==> src/rtl/uart_tx_engine.sv <==
// uart_tx_engine
// Serial transmit engine: a 4-entry byte FIFO fed by the UART controller's
// push interface, drained one byte at a time into 8N1 frames on o_txd.
//
// Handshake summary: i_tx_push is a one-cycle strobe. The push is accepted on
// the rising edge it is sampled at, unless the pre-edge count is 4. In that
// case the byte is discarded and o_tx_drop pulses for the following cycle.
// i_tx_start is a level request that is honoured only in IDLE when the FIFO
// holds at least one byte. The launch pops the head, and o_tx_start_clear
// pulses for exactly one cycle to acknowledge it.
//
// For checker binding, the FSM state is held in `state` (type state_t), and the
// FIFO occupancy in `fifo_cnt`.

module uart_tx_engine #(
  parameter int CLKS_PER_BIT = 104
) (
  input  logic       clk,
  input  logic       rst_n,
  input  logic [7:0] i_tx_data,
  input  logic       i_tx_push,
  input  logic       i_tx_start,
  output logic       o_tx_start_clear,
  output logic [2:0] o_tx_fifo_cnt,
  output logic       o_tx_busy,
  output logic       o_tx_drop,
  output logic       o_txd
);

  // Baud counter width; it counts 0..CLKS_PER_BIT-1 within each bit period.
  localparam int BW = (CLKS_PER_BIT > 1) ? $clog2(CLKS_PER_BIT) : 1;
  localparam logic [BW-1:0] BAUD_LAST = BW'(CLKS_PER_BIT - 1);

  typedef enum logic [1:0] {
    IDLE  = 2'd0,
    START = 2'd1,
    DATA  = 2'd2,
    STOP  = 2'd3
  } state_t;

  // ---------------------------------------------------------------------------
  // FIFO storage and bookkeeping
  // ---------------------------------------------------------------------------
  logic [7:0] fifo_mem [4];
  logic [1:0] wr_ptr;
  logic [1:0] rd_ptr;
  logic [2:0] fifo_cnt;

  logic fifo_full;
  logic fifo_empty;
  logic push_ok;
  logic pop;

  state_t        state;
  logic [BW-1:0] baud_cnt;
  logic [2:0]    bit_idx;
  logic [7:0]    shift_reg;
  logic [2:0]    next_idx;

  // Fullness and emptiness are always judged on the pre-edge count. A pop in
  // the same cycle therefore does not make room for a push.
  assign fifo_full  = (fifo_cnt == 3'd4);
  assign fifo_empty = (fifo_cnt == 3'd0);
  assign push_ok    = i_tx_push && !fifo_full;
  assign pop        = (state == IDLE) && i_tx_start && !fifo_empty;
  assign next_idx   = bit_idx + 3'd1;

  assign o_tx_fifo_cnt = fifo_cnt;

  // FIFO data array: written on an accepted push. It is not reset because the
  // count and pointers alone decide which entries are valid.
  always_ff @(posedge clk) begin
    if (push_ok) begin
      fifo_mem[wr_ptr] <= i_tx_data;
    end
  end

  // FIFO pointers, occupancy count and the registered overflow pulse.
  always_ff @(posedge clk or negedge rst_n) begin
    if (!rst_n) begin
      wr_ptr    <= 2'd0;
      rd_ptr    <= 2'd0;
      fifo_cnt  <= 3'd0;
      o_tx_drop <= 1'b0;
    end else begin
      o_tx_drop <= i_tx_push && fifo_full;
      if (push_ok) begin
        wr_ptr <= wr_ptr + 2'd1;
      end
      if (pop) begin
        rd_ptr <= rd_ptr + 2'd1;
      end
      case ({push_ok, pop})
        2'b10:   fifo_cnt <= fifo_cnt + 3'd1;
        2'b01:   fifo_cnt <= fifo_cnt - 3'd1;
        default: fifo_cnt <= fifo_cnt;
      endcase
    end
  end

  // ---------------------------------------------------------------------------
  // Frame FSM: IDLE -> START -> DATA (8 bits, LSB first) -> STOP -> IDLE.
  // Every output level is set on the edge that enters a state, so the line
  // changes together with the state and no input reaches an output
  // combinationally. STOP always returns to IDLE for at least one cycle, so
  // back-to-back frames are spaced by 10*CLKS_PER_BIT+1 cycles.
  // ---------------------------------------------------------------------------
  // Sequences the frame and drives the registered line, busy and ack outputs.
  always_ff @(posedge clk or negedge rst_n) begin
    if (!rst_n) begin
      state            <= IDLE;
      baud_cnt         <= '0;
      bit_idx          <= 3'd0;
      shift_reg        <= 8'd0;
      o_txd            <= 1'b1;
      o_tx_busy        <= 1'b0;
      o_tx_start_clear <= 1'b0;
    end else begin
      o_tx_start_clear <= 1'b0;
      case (state)
        IDLE: begin
          o_txd     <= 1'b1;
          o_tx_busy <= 1'b0;
          if (pop) begin
            shift_reg        <= fifo_mem[rd_ptr];
            baud_cnt         <= '0;
            state            <= START;
            o_txd            <= 1'b0;
            o_tx_busy        <= 1'b1;
            o_tx_start_clear <= 1'b1;
          end
        end

        START: begin
          if (baud_cnt == BAUD_LAST) begin
            baud_cnt <= '0;
            bit_idx  <= 3'd0;
            state    <= DATA;
            o_txd    <= shift_reg[0];
          end else begin
            baud_cnt <= baud_cnt + BW'(1);
          end
        end

        DATA: begin
          if (baud_cnt == BAUD_LAST) begin
            baud_cnt <= '0;
            if (bit_idx == 3'd7) begin
              state <= STOP;
              o_txd <= 1'b1;
            end else begin
              bit_idx <= next_idx;
              o_txd   <= shift_reg[next_idx];
            end
          end else begin
            baud_cnt <= baud_cnt + BW'(1);
          end
        end

        STOP: begin
          if (baud_cnt == BAUD_LAST) begin
            baud_cnt  <= '0;
            state     <= IDLE;
            o_tx_busy <= 1'b0;
          end else begin
            baud_cnt <= baud_cnt + BW'(1);
          end
        end

        default: begin
          state     <= IDLE;
          o_txd     <= 1'b1;
          o_tx_busy <= 1'b0;
        end
      endcase
    end
  end

endmodule

==> config.mk <==
export PLATFORM = sky130hd
export DESIGN_NAME = uart_tx_engine
export DESIGN_NICKNAME = d
export VERILOG_FILES = /design/src/rtl/uart_tx_engine.sv
export SDC_FILE = /design/constraint.sdc
export NUM_CORES = 1
export LEC_CHECK = 0
export ABC_CLOCK_PERIOD_IN_PS = 3200
export CORE_MARGIN = 10
export CORE_UTILIZATION = 40
export DETAILED_ROUTE_END_ITERATION = 8
export DONT_BUFFER_PORTS = 1
export PLACE_DENSITY = 0.64
export SETUP_SLACK_MARGIN = 0.05
export SLEW_MARGIN = 20
export SYNTH_ARGS = -nofsm -noshare
export SYNTH_HDL_FRONTEND = slang
export SYNTH_SLANG_ARGS = --single-unit
==> constraint.sdc <==
create_clock -name clk -period 3.2 [get_ports clk]
set_input_delay 0.32 -clock clk [delete_from_list [all_inputs] [get_ports clk]]
set_output_delay 0.32 -clock clk [all_outputs]
set_load 0.02 [all_outputs]
**After elaboration in Yosys (flattened, before gate mapping)**

Memory sizes are Yosys's and may differ from the RTL's. A register that Yosys moved wholly into a read port is not among the register bits.
Index checks and enable logic that the tools add are counted.

- Register bits: 23
- Memory bits (writable): 32
- Bits of input ports: 12
- Memories kept: 1

- Reductions and logical operators: 19
- $add $sub $neg: 6
- Muxes and demuxes: 27
- Order comparisons: 1
- Equality and inequality tests: 14

Memories:

| name | depth | bits a word | read ports | clocked after memory_dff | write ports | line | source |
|---|---|---|---|---|---|---|---|
| fifo_mem | 4 | 8 | 1 | 1 | 1 | 44 | `logic [7:0] fifo_mem [4];` |

Operators with widths:

| kind | count |
|---|---|
| 2-to-1 mux 7 bit | 2 |
| case mux 7 bit (2 select lines) | 1 |
| inequality test 2 bit, second input constant | 6 |
| case mux 3 bit (2 select lines) | 2 |
| 2-to-1 mux 1 bit | 10 |
| 2-to-1 mux 2 bit | 5 |
| 2-to-1 mux 3 bit | 3 |
| case mux 2 bit (4 select lines) | 1 |
| adder 7 x 1 -> 7 bit, second input constant | 1 |
| equality test 7 bit, second input constant | 1 |
| adder 3 x 1 -> 3 bit, second input constant | 2 |
| equality test 2 bit, second input constant | 3 |
| equality test 3 bit, second input constant | 2 |
| nonzero test 2 bit | 3 |
| AND reduction 5 bit | 1 |
| adder 2 x 1 -> 2 bit, second input constant | 2 |
| equality test 2 x 1 -> 1 bit, second input constant | 2 |
| logical AND 1 bit | 4 |
| less-than comparator 3 x 4 -> 1 bit, second input constant | 1 |
| AND reduction 2 bit | 2 |
| AND reduction 4 bit | 1 |
| binary-select mux 1 bit (select 3 bit) | 1 |
| logical NOT 1 bit | 3 |
| logical NOT 3 bit | 1 |
| other kinds (7) | 7 |

**Logic depth before layout (Yosys ltp)**

- Word-level depth: 6
- Depth in mapped cells: 11

**Least setup slack after synthesis**

No wires, ideal clock.

- Path type: reg-to-reg
- Start: reg state[0]
- End: reg fifo_cnt[2], in the netlist o_tx_fifo_cnt[2]
- Required time: 3.120 ns
- Library setup time: 0.080 ns
- Arrival: 2.297 ns
- Path buffers: 1
- Stages on the path, launching flop included: 12
- Setup slack: 0.823 ns
- Period minus slack after synthesis: 2.377 ns
- Cells stage by stage: dfrtp_1 -> inv_1 -> ha_1 -> o311ai_0 -> inv_1 -> clkbuf_1 -> ha_1 -> inv_1 -> fa_1 -> xor2_1 -> nor2_1 -> xor2_1

- Cells in the longest elaborated chain, start to end: 5
- Elaborated cells on any way between the ends: 7

RTL lines:

| what | line | source |
|---|---|---|
| start: declaration | 54 | `state_t state;` |
| start signal: assignment | 111 | `state <= IDLE;` |
| start signal: assignment | 127 | `state <= START;` |
| start signal: assignment | 138 | `state <= DATA;` |
| logical NOT 2 bit * | 65 | `assign pop = (state == IDLE) && i_tx_start && !fifo_empty;` |
| logical AND 1 bit * (2 in series) | 65 |  |
| named net pop | 52 | `logic pop;` |
| equality test 2 x 1 -> 1 bit or equality test 2 bit (tied branches) | 93 | `case ({push_ok, pop})` |
| case mux 3 bit (2 select lines) or nonzero test 2 bit (tied branches) | - |  |
| end signal: assignment | 94 | `2'b10: fifo_cnt <= fifo_cnt + 3'd1;` |
| end signal: assignment | 95 | `2'b01: fifo_cnt <= fifo_cnt - 3'd1;` |
| end signal: assignment | 96 | `default: fifo_cnt <= fifo_cnt;` |
| end: declaration | 47 | `logic [2:0] fifo_cnt;` |

The timed path passes the listed nets; every way through them passes the cells marked *.
A chain may end at the register's enable or synchronous reset.

**Worst setup path in the final report**

- Start: reg state[0]
- End: reg fifo_cnt[2], in the netlist o_tx_fifo_cnt[2]

- Cells in the longest elaborated chain, start to end: 5
- Elaborated cells on any way between the ends: 7

RTL lines:

| what | line |
|---|---|
| logical NOT 2 bit * | 65 |
| logical AND 1 bit * (2 in series) | 65 |
| equality test 2 x 1 -> 1 bit or equality test 2 bit (tied branches) | 93 |
| case mux 3 bit (2 select lines) or nonzero test 2 bit (tied branches) | - |

Every way passes the cells marked *; elsewhere a longest branch is shown, timed or not.

==> flow_metrics.py <==
metrics = {
    "clock_tree": {
        "worst_skew_pair.late_latency_ns": 0.33,
        "clockBufferDepth": 2,
        "tritoncts.num_buffers": 9,
        "cts.sinks": 63,
        "cts_htree_levels": 3,
        "clock_tree_from_tritoncts": "built",
        "cts.clk_slew.worst_paths_ns": 0.07,
        "clock_tree.root_cell": "clkbuf_8",
        "post_cts.resized_instances": 0,
    },
    "die": {
        "fp.coreArea_mm2": 0.006907,
        "floorplan.die.width_um": 105.1,
        "die_area_mm2": 0.01104,
        "ios": 19,
        "placementRows": 30,
        "dieHeight_um": 105.1,
        "initial_cell_density_of_the_core_pct": 41.92,
    },
    "timing": {
        "timing_worst_slew_pin_value_ns": 0.6094,
        "post-route-min-period_ns": 2.573,
        "timing.final.max_slew_violations": 0,
        "relSlewSlack_pct": 59.38,
        "finClkSkew_ns": 0.008121,
        "report.final.setup_viol": 0,
        "final_hold_viol_count": 0,
        "finalCritPeriodShare_pct": 80.42,
        "fin_worst_hold_slack_ns": 0.07698,
        "grt_setup_unrepaired": "no",
        "max_freq_mhz": 388.6,
        "finalWorstSetupSlack_ns": 0.6267,
        "setup_total_neg_slack_ns": 0,
    },
    "power_and_ir_drop": {
        "p_sw_mw": 0.5284,
        "combPwrFrac_pct": 10.3,
        "clk_pwr_share_pct": 37.0,
        "power.leakage_nw": 1.295,
        "p_seq_share_pct": 52.7,
        "cell_internal_pwr_mw": 1.500,
        "vdd_ir_drop_max_mv": 0.4667,
        "switching_share_of_power_pct": 26.04,
        "power-per-cell-area_mw_per_mm2": 626.1,
    },
    "synth": {
        "largest_family_of_logic_cells_by_synthesized_area": "simple AND/OR/NAND/NOR gates",
        "yosys_warnings": 0,
        "synth.largest_area_cell": "edfxtp_1",
        "synth_compound_area_share_pct": 7.563,
        "synthCells": 224,
        "synth_fp_nets": 250,
        "syn_area_per_cell_um2": 12.93,
        "synth_fa_ha_area_share_pct": 6.309,
        "synth-seq-cells": 63,
        "distinct_cells_synth": 46,
        "post_synth_instance_area_mm2": 0.002895,
        "synth_async_sr_flop_share_pct": 49.21,
        "synthTopCellsByArea": "edfxtp_1 33%, dfrtp_1 26%, mux4_2 7.0%",
        "yosys.cell_count.top_type": "nand2_1",
        "synth.top_cell.area_share_pct": 33.19,
        "dominantRegCellSynth": "edfxtp_1",
        "number_of_enable_flip_flop_cells_after_synthesis": 32,
        "synth.cells.most_frequent": "34 x nand2_1, 32 x edfxtp_1, 30 x dfrtp_1, 16 x inv_1",
        "synth-seq-area-share_pct": 60.03,
        "muxShareOfSynthArea_pct": 9.594,
        "yosys.area_share.xor_xnor_pct": 1.815,
        "yosys.area_share.simple_pct": 11.19,
    },
    "drt": {
        "1st_pass_router_iterations": 4,
        "dr_vias_cell": 5.003,
        "routed_wire_length_um": 4951,
        "via_count": 1656,
        "ant_nets": 0,
        "wl_per_cell_um": 14.96,
        "route.detailed.drc": 0,
        "first_iter_violations": 47,
    },
    "setup_path": {
        "critical_path.max_fanout": 13,
        "worst_ep_required_time_ns": 3.45,
        "reg2reg_setup_slack_ns": 0.63,
        "crit_type": "reg -> reg",
        "worst_setup_path_start_kind": "register",
        "critPathArrivalTime_ns": 2.83,
        "critical_path.endpoint_type": "register",
    },
    "cells_and_area": {
        "flow.area_growth_from_synthesis_pct": 11.93,
        "antenna-diode-count": 0,
        "final_layout_fill_cell_count": 641,
        "design.final.nets": 256,
        "largest_register_ff_count": 32,
        "layout-drive-gt1-share_pct": 14.47,
    },
    "worst_hold_path": {
        "worstHoldPathType": "in -> reg",
    },
    "placed_design": {
        "dp_wirelength_um": 3349,
        "finalWeightedCongestion": 0.7345,
        "port_buffers": 0,
        "place_ws_ns": 0.6529,
    },
    "grt": {
        "grt_first_pass_wirelength_um": 8542,
        "grt_max_degree": 32,
        "globalRouteOverflowTotal": 0,
        "grt.total_usage_pct": 9.796,
        "grt_antenna_before_repair": 0,
        "grt_pass1_vias": 1705,
    },
    "flow_run": {
        "timing.max_cap.violations": 0,
    },
    "run_status": {
        "run_status": "completed",
    },
}
[cell usage in the layout (no fill, tap or decap), drive strengths merged, types with 3 or more instances in the layout]
cell	Yosys	layout
nand2	34	34
xnor2	4	4
clkbuf	4	9
mux4	9	9
a31oi	3	3
o21ai	13	13
dfrtp	30	30
and2	5	5
inv	16	16
nor2	7	7
a21oi	4	4
o31ai	3	3
edfxtp	32	32
nand3	5	5
ha	13	13
mux2i	3	3
clkinv	0	3
mux2	4	4
[what timing repair did]
| item | CTS | global route |
|---|---|---|
| hold buffers | 2 | 0 |
| buffers inserted | 0 | 0 |
| endpoints found under the hold margin | 31 | 0 |
[layout make-up]
type	count	area, um2	share of cell area (%)
clock buffer	9	123.9	3.822
clock inverter	7	97.59	3.012
inverter	16	60.06	1.853
multi-input combinational	137	1064	32.82
sequential	63	1738	53.63
tap	96	120.1	3.707
timing repair buffer	3	37.54	1.158
[cell families after synthesis]
family                     after synthesis
and+or+nand+nor                         67
DFF                                     63
AOI/OAI and AO/OA                       34
buffers and inverters                   24
muxes                                   16
adders and majority gates               14
xor gates and xnor gates                 6
[worst paths after layout]
path,startpoint,to,cells past startpoint
setup / recovery,state[0]$_DFFE_PN0P_,o_tx_fifo_cnt[2]$_DFFE_PN0P_,11
max in group asynchronous,rst_n,o_txd$_DFFE_PN1P_,2
hold / removal,i_tx_data[3],fifo_mem[1][3]$_DFFE_PP_,0
setup reg to reg,state[0]$_DFFE_PN0P_,o_tx_fifo_cnt[2]$_DFFE_PN0P_,11
min in group asynchronous,rst_n,baud_cnt[4]$_DFFE_PN0P_,2
hold reg to reg,shift_reg[6]$_DFFE_PN0P_,shift_reg[6]$_DFFE_PN0P_,2
[power by group through the flow]
| stage | logic (mW) | registers, mW | clock network [mW] |
|---|---|---|---|
| global route | 0.243 | 1.08 | 0.811 |
| detailed placement | 0.203 | 1.09 | 0 |
| global placement | 0.197 | 1.09 | 0 |
| floorplan | 0.158 | 1.06 | 0 |
| finish | 0.209 | 1.07 | 0.750 |
| CTS | 0.218 | 1.07 | 0.770 |
[critical path: stages, from the launching register on]
cell,delay (ns)
dfrtp_1,0.41
inv_1,0.13
ha_1,0.26
o311ai_2,0.12
buf_4,0.20
inv_1,0.28
ha_1,0.25
inv_1,0.06
fa_1,0.37
xor2_1,0.15
nor2_1,0.11
xor2_1,0.15
[through the flow]
stage          util (%)  instance area, um2  instances  total power [mW]
6_report          46.92                3241        331             2.029
5_1_grt           46.92                3241        331             2.137
4_1_cts           46.92                3241        331             2.060
3_5_place_dp      43.28                2989        313             1.293
3_3_place_gp      43.28                2989        313             1.283
2_1_floorplan         -                2895        224             1.222
[routing by layer]
layer / wire length (um) / GRT usage [%] / vias to the layer above
met4: 81 / 5.000 / 0
li1: - / - / 812
met2: 2368 / 15.30 / 21
met1: 2253 / 11.43 / 816
met5: 0 / 0 / -
met3: 248 / 3.870 / 7
Note: power is estimated with default switching activity, not from simulation.
